--- config.mk ---
export PLATFORM = sky130hd
export DESIGN_NAME = vertex_plot_flat
export DESIGN_NICKNAME = d
export VERILOG_FILES = /design/src/rtl/vertex_plot_if.sv /design/src/rtl/vertex_plot.sv /design/src/flat_wrapper.sv
export SDC_FILE = /design/constraint.sdc
export NUM_CORES = 1
export LEC_CHECK = 0
export CORE_MARGIN = 1
export CORE_UTILIZATION = 53
export DETAILED_ROUTE_END_ITERATION = 10
export MAX_ROUTING_LAYER = met4
export PLACE_DENSITY = 0.86
export SLEW_MARGIN = 30
export SYNTH_ARGS = -nofsm -noshare
export SYNTH_HDL_FRONTEND = slang
export SYNTH_SLANG_ARGS = --single-unit
--- constraint.sdc ---
create_clock -name clk -period 7.77 [get_ports clk]
set_input_delay 1.554 -clock clk [delete_from_list [all_inputs] [get_ports clk]]
set_output_delay 1.554 -clock clk [all_outputs]
set_load 0.05 [all_outputs]
--- src/rtl/vertex_plot_if.sv ---
// vertex_plot_if: point handshake, clear request and z/frame buffer bus.
// slave = plotting block side, master = rasterizer/memory side.
interface vertex_plot_if #(
  parameter int ADDR_W  = 18,
  parameter int COLOR_W = 12
);
  logic                rast_pt_valid;
  logic [2:0][12:0]    rast_pt;
  logic [COLOR_W-1:0]  color;
  logic                rast_pt_ready;
  logic                clear_start;
  logic [ADDR_W-1:0]   zbuf_addr;
  logic [12:0]         zbuf_rd_data;
  logic                zbuf_we;
  logic [12:0]         zbuf_wr_data;
  logic [ADDR_W-1:0]   fb_addr;
  logic                fb_we;
  logic [COLOR_W-1:0]  fb_data;
  logic                busy;
  logic [15:0]         plotted_count;
  logic [15:0]         rejected_count;

  modport slave (
    input  rast_pt_valid, rast_pt, color, clear_start, zbuf_rd_data,
    output rast_pt_ready, zbuf_addr, zbuf_we, zbuf_wr_data,
    output fb_addr, fb_we, fb_data, busy,
    output plotted_count, rejected_count
  );

  modport master (
    output rast_pt_valid, rast_pt, color, clear_start, zbuf_rd_data,
    input  rast_pt_ready, zbuf_addr, zbuf_we, zbuf_wr_data,
    input  fb_addr, fb_we, fb_data, busy,
    input  plotted_count, rejected_count
  );
endinterface

--- src/rtl/vertex_plot.sv ---
// vertex_plot: depth-tested plot sink with buffer clear and counters.
// Ports: clk, rst (async, active-high), bus (vertex_plot_if.slave).
module vertex_plot #(
  parameter int IMG_W   = 512,
  parameter int IMG_H   = 512,
  parameter int ADDR_W  = 18,
  parameter int COLOR_W = 12,
  parameter int RD_LAT  = 2
) (
  input  logic            clk,
  input  logic            rst,
  vertex_plot_if.slave    bus
);

  typedef enum logic [2:0] {
    S_IDLE,
    S_CLEAR,
    S_WAIT,
    S_DECIDE,
    S_WRITE
  } state_t;

  state_t              r_state;
  logic [ADDR_W-1:0]   r_addr;
  logic signed [12:0]  r_z;
  logic [COLOR_W-1:0]  r_col;
  logic [1:0]          r_wait;
  logic                r_we;
  logic [12:0]         r_zwr;
  logic [COLOR_W-1:0]  r_fbd;
  logic [15:0]         r_plot;
  logic [15:0]         r_rej;

  logic [12:0]         w_x;
  logic [12:0]         w_y;
  logic [12:0]         w_z;
  logic                w_inb;
  logic [ADDR_W-1:0]   w_lin;
  logic                w_last;
  logic                w_ready;

  assign w_x = bus.rast_pt[0];
  assign w_y = bus.rast_pt[1];
  assign w_z = bus.rast_pt[2];

  // Sign bit clear means non-negative; then compare as unsigned.
  assign w_inb = !w_x[12] && !w_y[12]
              && ({19'd0, w_x} < 32'(IMG_W))
              && ({19'd0, w_y} < 32'(IMG_H));

  assign w_lin = ADDR_W'(w_y) * ADDR_W'(IMG_W) + ADDR_W'(w_x);
  assign w_last = (r_addr == ADDR_W'(IMG_W * IMG_H - 1));

  assign w_ready = (r_state == S_IDLE) && !bus.clear_start && !rst;

  function automatic logic [15:0] f_sat(input logic [15:0] v);
    return (v == 16'hFFFF) ? v : v + 16'd1;
  endfunction

  always_ff @(posedge clk or posedge rst) begin
    if (rst) begin
      r_state <= S_IDLE;
      r_addr  <= '0;
      r_z     <= '0;
      r_col   <= '0;
      r_wait  <= '0;
      r_we    <= 1'b0;
      r_zwr   <= '0;
      r_fbd   <= '0;
      r_plot  <= '0;
      r_rej   <= '0;
    end else begin
      unique case (r_state)
        S_IDLE: begin
          if (bus.clear_start) begin
            r_state <= S_CLEAR;
            r_addr  <= '0;
            r_we    <= 1'b1;
            r_zwr   <= 13'h0FFF;
            r_fbd   <= '0;
            r_plot  <= '0;
            r_rej   <= '0;
          end else if (bus.rast_pt_valid) begin
            if (w_inb) begin
              r_addr  <= w_lin;
              r_z     <= w_z;
              r_col   <= bus.color;
              r_wait  <= 2'd1;
              // A one-cycle read needs no wait state at all.
              r_state <= (RD_LAT == 1) ? S_DECIDE : S_WAIT;
            end else begin
              r_rej <= f_sat(r_rej);
            end
          end
        end
        S_CLEAR: begin
          if (w_last) begin
            r_state <= S_IDLE;
            r_we    <= 1'b0;
          end else begin
            r_addr <= r_addr + 1'b1;
          end
        end
        S_WAIT: begin
          if (r_wait >= 2'(RD_LAT - 1)) begin
            r_state <= S_DECIDE;
          end else begin
            r_wait <= r_wait + 2'd1;
          end
        end
        S_DECIDE: begin
          if (r_z < $signed(bus.zbuf_rd_data)) begin
            r_state <= S_WRITE;
            r_we    <= 1'b1;
            r_zwr   <= r_z;
            r_fbd   <= r_col;
            r_plot  <= f_sat(r_plot);
          end else begin
            r_state <= S_IDLE;
            r_rej   <= f_sat(r_rej);
          end
        end
        S_WRITE: begin
          r_state <= S_IDLE;
          r_we    <= 1'b0;
        end
        default: begin
          r_state <= S_IDLE;
          r_we    <= 1'b0;
        end
      endcase
    end
  end

  assign bus.rast_pt_ready  = w_ready;
  assign bus.zbuf_addr      = r_addr;
  assign bus.fb_addr        = r_addr;
  assign bus.zbuf_we        = r_we;
  assign bus.fb_we          = r_we;
  assign bus.zbuf_wr_data   = r_zwr;
  assign bus.fb_data        = r_fbd;
  assign bus.busy           = (r_state != S_IDLE);
  assign bus.plotted_count  = r_plot;
  assign bus.rejected_count = r_rej;

endmodule

--- src/flat_wrapper.sv ---
// flat-port wrapper written by rule: the top's interface ports become plain ports
module vertex_plot_flat 
#(
  parameter int IMG_W   = 512,
  parameter int IMG_H   = 512,
  parameter int ADDR_W  = 18,
  parameter int COLOR_W = 12,
  parameter int RD_LAT  = 2
)
  (clk, rst, bus_rast_pt_valid, bus_rast_pt, bus_color, bus_clear_start, bus_zbuf_rd_data, bus_rast_pt_ready, bus_zbuf_addr, bus_zbuf_we, bus_zbuf_wr_data, bus_fb_addr, bus_fb_we, bus_fb_data, bus_busy, bus_plotted_count, bus_rejected_count);
  vertex_plot_if #(.ADDR_W(ADDR_W), .COLOR_W(COLOR_W)) bus_i ();
  input  logic clk;
  input  logic rst;
  input wire logic [$bits(bus_i.rast_pt_valid)-1:0] bus_rast_pt_valid;
  input wire logic [$bits(bus_i.rast_pt)-1:0] bus_rast_pt;
  input wire logic [$bits(bus_i.color)-1:0] bus_color;
  input wire logic [$bits(bus_i.clear_start)-1:0] bus_clear_start;
  input wire logic [$bits(bus_i.zbuf_rd_data)-1:0] bus_zbuf_rd_data;
  output wire logic [$bits(bus_i.rast_pt_ready)-1:0] bus_rast_pt_ready;
  output wire logic [$bits(bus_i.zbuf_addr)-1:0] bus_zbuf_addr;
  output wire logic [$bits(bus_i.zbuf_we)-1:0] bus_zbuf_we;
  output wire logic [$bits(bus_i.zbuf_wr_data)-1:0] bus_zbuf_wr_data;
  output wire logic [$bits(bus_i.fb_addr)-1:0] bus_fb_addr;
  output wire logic [$bits(bus_i.fb_we)-1:0] bus_fb_we;
  output wire logic [$bits(bus_i.fb_data)-1:0] bus_fb_data;
  output wire logic [$bits(bus_i.busy)-1:0] bus_busy;
  output wire logic [$bits(bus_i.plotted_count)-1:0] bus_plotted_count;
  output wire logic [$bits(bus_i.rejected_count)-1:0] bus_rejected_count;
  assign bus_i.rast_pt_valid = bus_rast_pt_valid;
  assign bus_i.rast_pt = bus_rast_pt;
  assign bus_i.color = bus_color;
  assign bus_i.clear_start = bus_clear_start;
  assign bus_i.zbuf_rd_data = bus_zbuf_rd_data;
  assign bus_rast_pt_ready = bus_i.rast_pt_ready;
  assign bus_zbuf_addr = bus_i.zbuf_addr;
  assign bus_zbuf_we = bus_i.zbuf_we;
  assign bus_zbuf_wr_data = bus_i.zbuf_wr_data;
  assign bus_fb_addr = bus_i.fb_addr;
  assign bus_fb_we = bus_i.fb_we;
  assign bus_fb_data = bus_i.fb_data;
  assign bus_busy = bus_i.busy;
  assign bus_plotted_count = bus_i.plotted_count;
  assign bus_rejected_count = bus_i.rejected_count;
  vertex_plot #(.IMG_W(IMG_W), .IMG_H(IMG_H), .ADDR_W(ADDR_W), .COLOR_W(COLOR_W), .RD_LAT(RD_LAT)) u_core (.clk(clk), .rst(rst), .bus(bus_i));
endmodule
==> summary.txt <==
main flop type after synthesis: dfrtp_1
Worst-path clk slew: 0.07 ns
Initial Util: 54.30%
cts-stage hold buffer count: 0
Worst EP required: 6.22 ns
antenna violations before repair: 0
Final Cycle Share: 62.88%
Hold EP: u_core.bus.rejected_count[4]
Post-DP HPWL: 12,120 microns
Finish-stage setup viols: 0
H-tree levels: 3
setup TNS: 0 ns
total track usage: 29.15%
layout cells sized above 1: 9.057%
Clock Skew: 0.006939 ns
number of antenna diodes: 0
Synth Net Count: 763
worst path cell trace: clkdlybuf4s50_1, nor3_1, clkdlybuf4s50_1
highest net fanout along the worst path: 9
unrepaired setup endpoints after global routing: false
Seq/Total Area, Yosys: 42.79%
worst hold path depth: 1
DRT Wirelength: 17,020 microns
distinct cell type count after synthesis: 71
crit start category: primary input
Syn. warnings: 0
# rows: 39
Worst setup EP type: output port
Pwr Density: 262.6 mW/mm^2
Post-CTS Setup Inserts: 0
Post-synth EDFFs: 0
Syn Inst Count: 674
CP peak stage delay: 0.83 ns
most frequent CP cell: clkdlybuf4s50_1
Worst R2R Start: u_core.r_z[4]
global-route wire length before repair: 26,730 microns
Layout area overhead: 30.19%
max cap viols: 0
vias in the first global route: 5,547
Crit path depth: 3
final core occ: 70.69%
outcome: completed
Hold Startpoint: u_core.bus.rejected_count[4]
Num Clock Sinks: 106
minimum setup slack among reg-to-reg paths: 4.69 ns
wire per inst: 17.93 microns
number of buffers added on ports: 164
die width: 110.2 microns
delay-heaviest family, CP: buffers and inverters
maximum vdd drop: 0.2767 mV
P_leak: 3.493 nW
1st-pass router iterations: 4
flops & latches, synth: 106
final hold violation count: 0
post_cts resized: 0
gr ovfl total: 0
CTS tree: built
FF-to-FF path depth: 8
Slew Limit Fails: 0
relative max-transition margin: 46.00%
drt drc: 0
# IOs: 165
gpl congestion: 0.8663
die height: 110.2 microns
Root Driver: clkbuf_16
Tmin final: 4.886 ns
FF-to-FF End: u_core.bus.plotted_count[14]
worst slew pin tran: 0.8061 ns
crit path max-delay cell type: clkdlybuf4s50_1
Core ar.: 0.01142 sq mm
die area: 0.01213 sq mm
Max Buffers Root-to-Sink: 2
Setup CP Type: in -> out
min-delay worst type: reg -> reg
Post-Syn Area per Cell: 9.198 sq um
fraction of registers with async set/reset: 100.0%
post-route ant nets: 0
CP Buf/Inv Count: 2
Final nets: 890
Initial DRC Count: 417
data arrival time of the worst path: 3.33 ns
largest net degree at the start of global routing: 68
Clk Latency, worst-skew pair: 0.35 ns
synthesized area: 0.006200 sq mm
vias post-DR: 5,820
cts bufs inserted: 9
routed vias/inst: 6.133
Max Freq: 204.7 MHz
==> logic make-up after synthesis <==
family	after synthesis	share of synthesized area [%]
AOI/OAI and AO/OA	200	21.27
adders and majority gates	21	4.359
buffers and inverters	94	7.790
xor gates and xnor gates	5	0.7065
muxes	26	4.702
and+or+nand+nor	222	18.39
DFF	106	42.79
==> final cells by class <==
cell class / count / area [sq um]
repair buffers: 168 / 1684
multi-input cells: 474 / 3093
fillers: 886 / 3347
well taps: 143 / 178.9
flip-flops and latches: 106 / 2653
clock buffers: 10 / 229.0
clock inverters: 6 / 73.82
inverters: 42 / 160.2
==> routing by layer <==
layer | routed length (microns) | vias to the layer above | GRT usage, %
met5 | 0 | - | -
met2 | 8519 | 264 | 47.37
met3 | 1141 | 29 | 3.880
met1 | 7061 | 2829 | 36.84
met4 | 293 | 0 | 12.22
li1 | - | 2698 | -
==> cells in the final DEF, fill, tap and decap left out, drive strengths merged, types with 4 or more instances in the layout <==
cell type	count
nand2b	6
clkdlybuf4s50	164
a31oi	20
inv	45
nor3	23
a21o	4
and3	11
mux2	25
and4	5
ha	20
nand2	56
o311ai	4
nor3b	5
nand4	9
nor2b	4
nand3	38
clkbuf	10
a211oi	5
a22o	8
o41ai	5
buf	4
o22a	6
o31ai	6
or3	5
or2	4
nor2	44
a21oi	54
dfrtp	106
and2	5
o21ai	55
==> worst register-to-register path: cells and delay by family (launching register included) <==
family	cells	cell delay (ns)
AO/OA/AOI/OAI	4	1.17
AND/OR/NAND/NOR	2	0.76
flip-flops	1	0.41
buffers and inverters	1	0.38
adder cells (fa/ha/maj)	1	0.31
==> report_power, final <==
part	internal, mW	switching [mW]	leakage (nW)	total [mW]
registers	0.607	0.100	1.37	0.707
clock network	0.256	0.219	0.147	0.474
logic	0.300	0.638	1.97	0.938
total	1.16	0.957	3.49	2.12
==> flip-flops by register name, summed over array words and instances, names as in the netlist <==
| name | flops |
|---|---|
| u_core.bus.rejected_count | 16 |
| u_core.bus.plotted_count | 16 |
| u_core.r_wait | 2 |
| u_core.r_z | 13 |
| u_core.bus.fb_addr | 18 |
| u_core.r_state | 3 |
| u_core.r_col | 12 |
| u_core.bus.zbuf_wr_data | 13 |
| u_core.bus.fb_data | 12 |
| u_core.bus.fb_we | 1 |
==> how the worst max path moves through the flow <==
stage / endpoint / start
final: bus_rast_pt_ready / bus_clear_start
after global routing: bus_rast_pt_ready / bus_clear_start
after CTS: bus_rast_pt_ready / bus_clear_start
after detailed placement: bus_rast_pt_ready / bus_clear_start
after global placement: bus_rast_pt_ready / bus_clear_start
after floorplan: bus_rast_pt_ready / bus_clear_start
==> through the flow <==
step	hold slack (ns)	area, sq um	instances	total power [mW]	worst slack [ns]
6_report	0.5072	8071	949	2.119	2.884
5_1_grt	0.5249	8071	949	2.207	2.814
4_1_cts	0.5084	8044	948	2.119	2.903
3_5_place_dp	0.4930	7741	932	1.645	2.905
3_3_place_gp	0.4854	7726	932	1.615	2.922
2_1_floorplan	0.4792	6200	674	1.397	3.400
==> cell usage after synthesis, types with 3 or more instances <==
library cell	count	share of area (%)
nor2b_1	4	0.40
nand3_1	38	3.1
nand4_1	9	0.91
a31oi_1	18	1.8
buf_6	4	0.73
xnor2_1	3	0.42
ha_1	20	4.0
inv_1	42	2.5
or2_2	3	0.30
o22a_1	6	0.85
o311ai_0	3	0.42
a21oi_1	54	4.4
a22o_1	8	1.1
clkbuf_1	11	0.67
a211oi_1	4	0.48
a21o_1	4	0.48
nor3_2	3	0.48
dfrtp_1	106	43
mux2_2	25	4.5
and2_1	5	0.50
o41ai_2	4	1.0
buf_2	14	1.1
and3_1	11	1.1
o21ai_0	21	1.7
o21ai_1	34	2.7
nor2_1	40	2.4
nor3b_1	5	0.61
or3_1	5	0.50
buf_4	22	2.7
o31a_1	3	0.42
o31ai_1	6	0.73
nor3_1	20	1.6
nand2b_1	6	0.61
and4_1	5	0.71
nand2_1	55	3.3
a21boi_0	3	0.36
No activity file was read; power rests on OpenSTA's default activity.
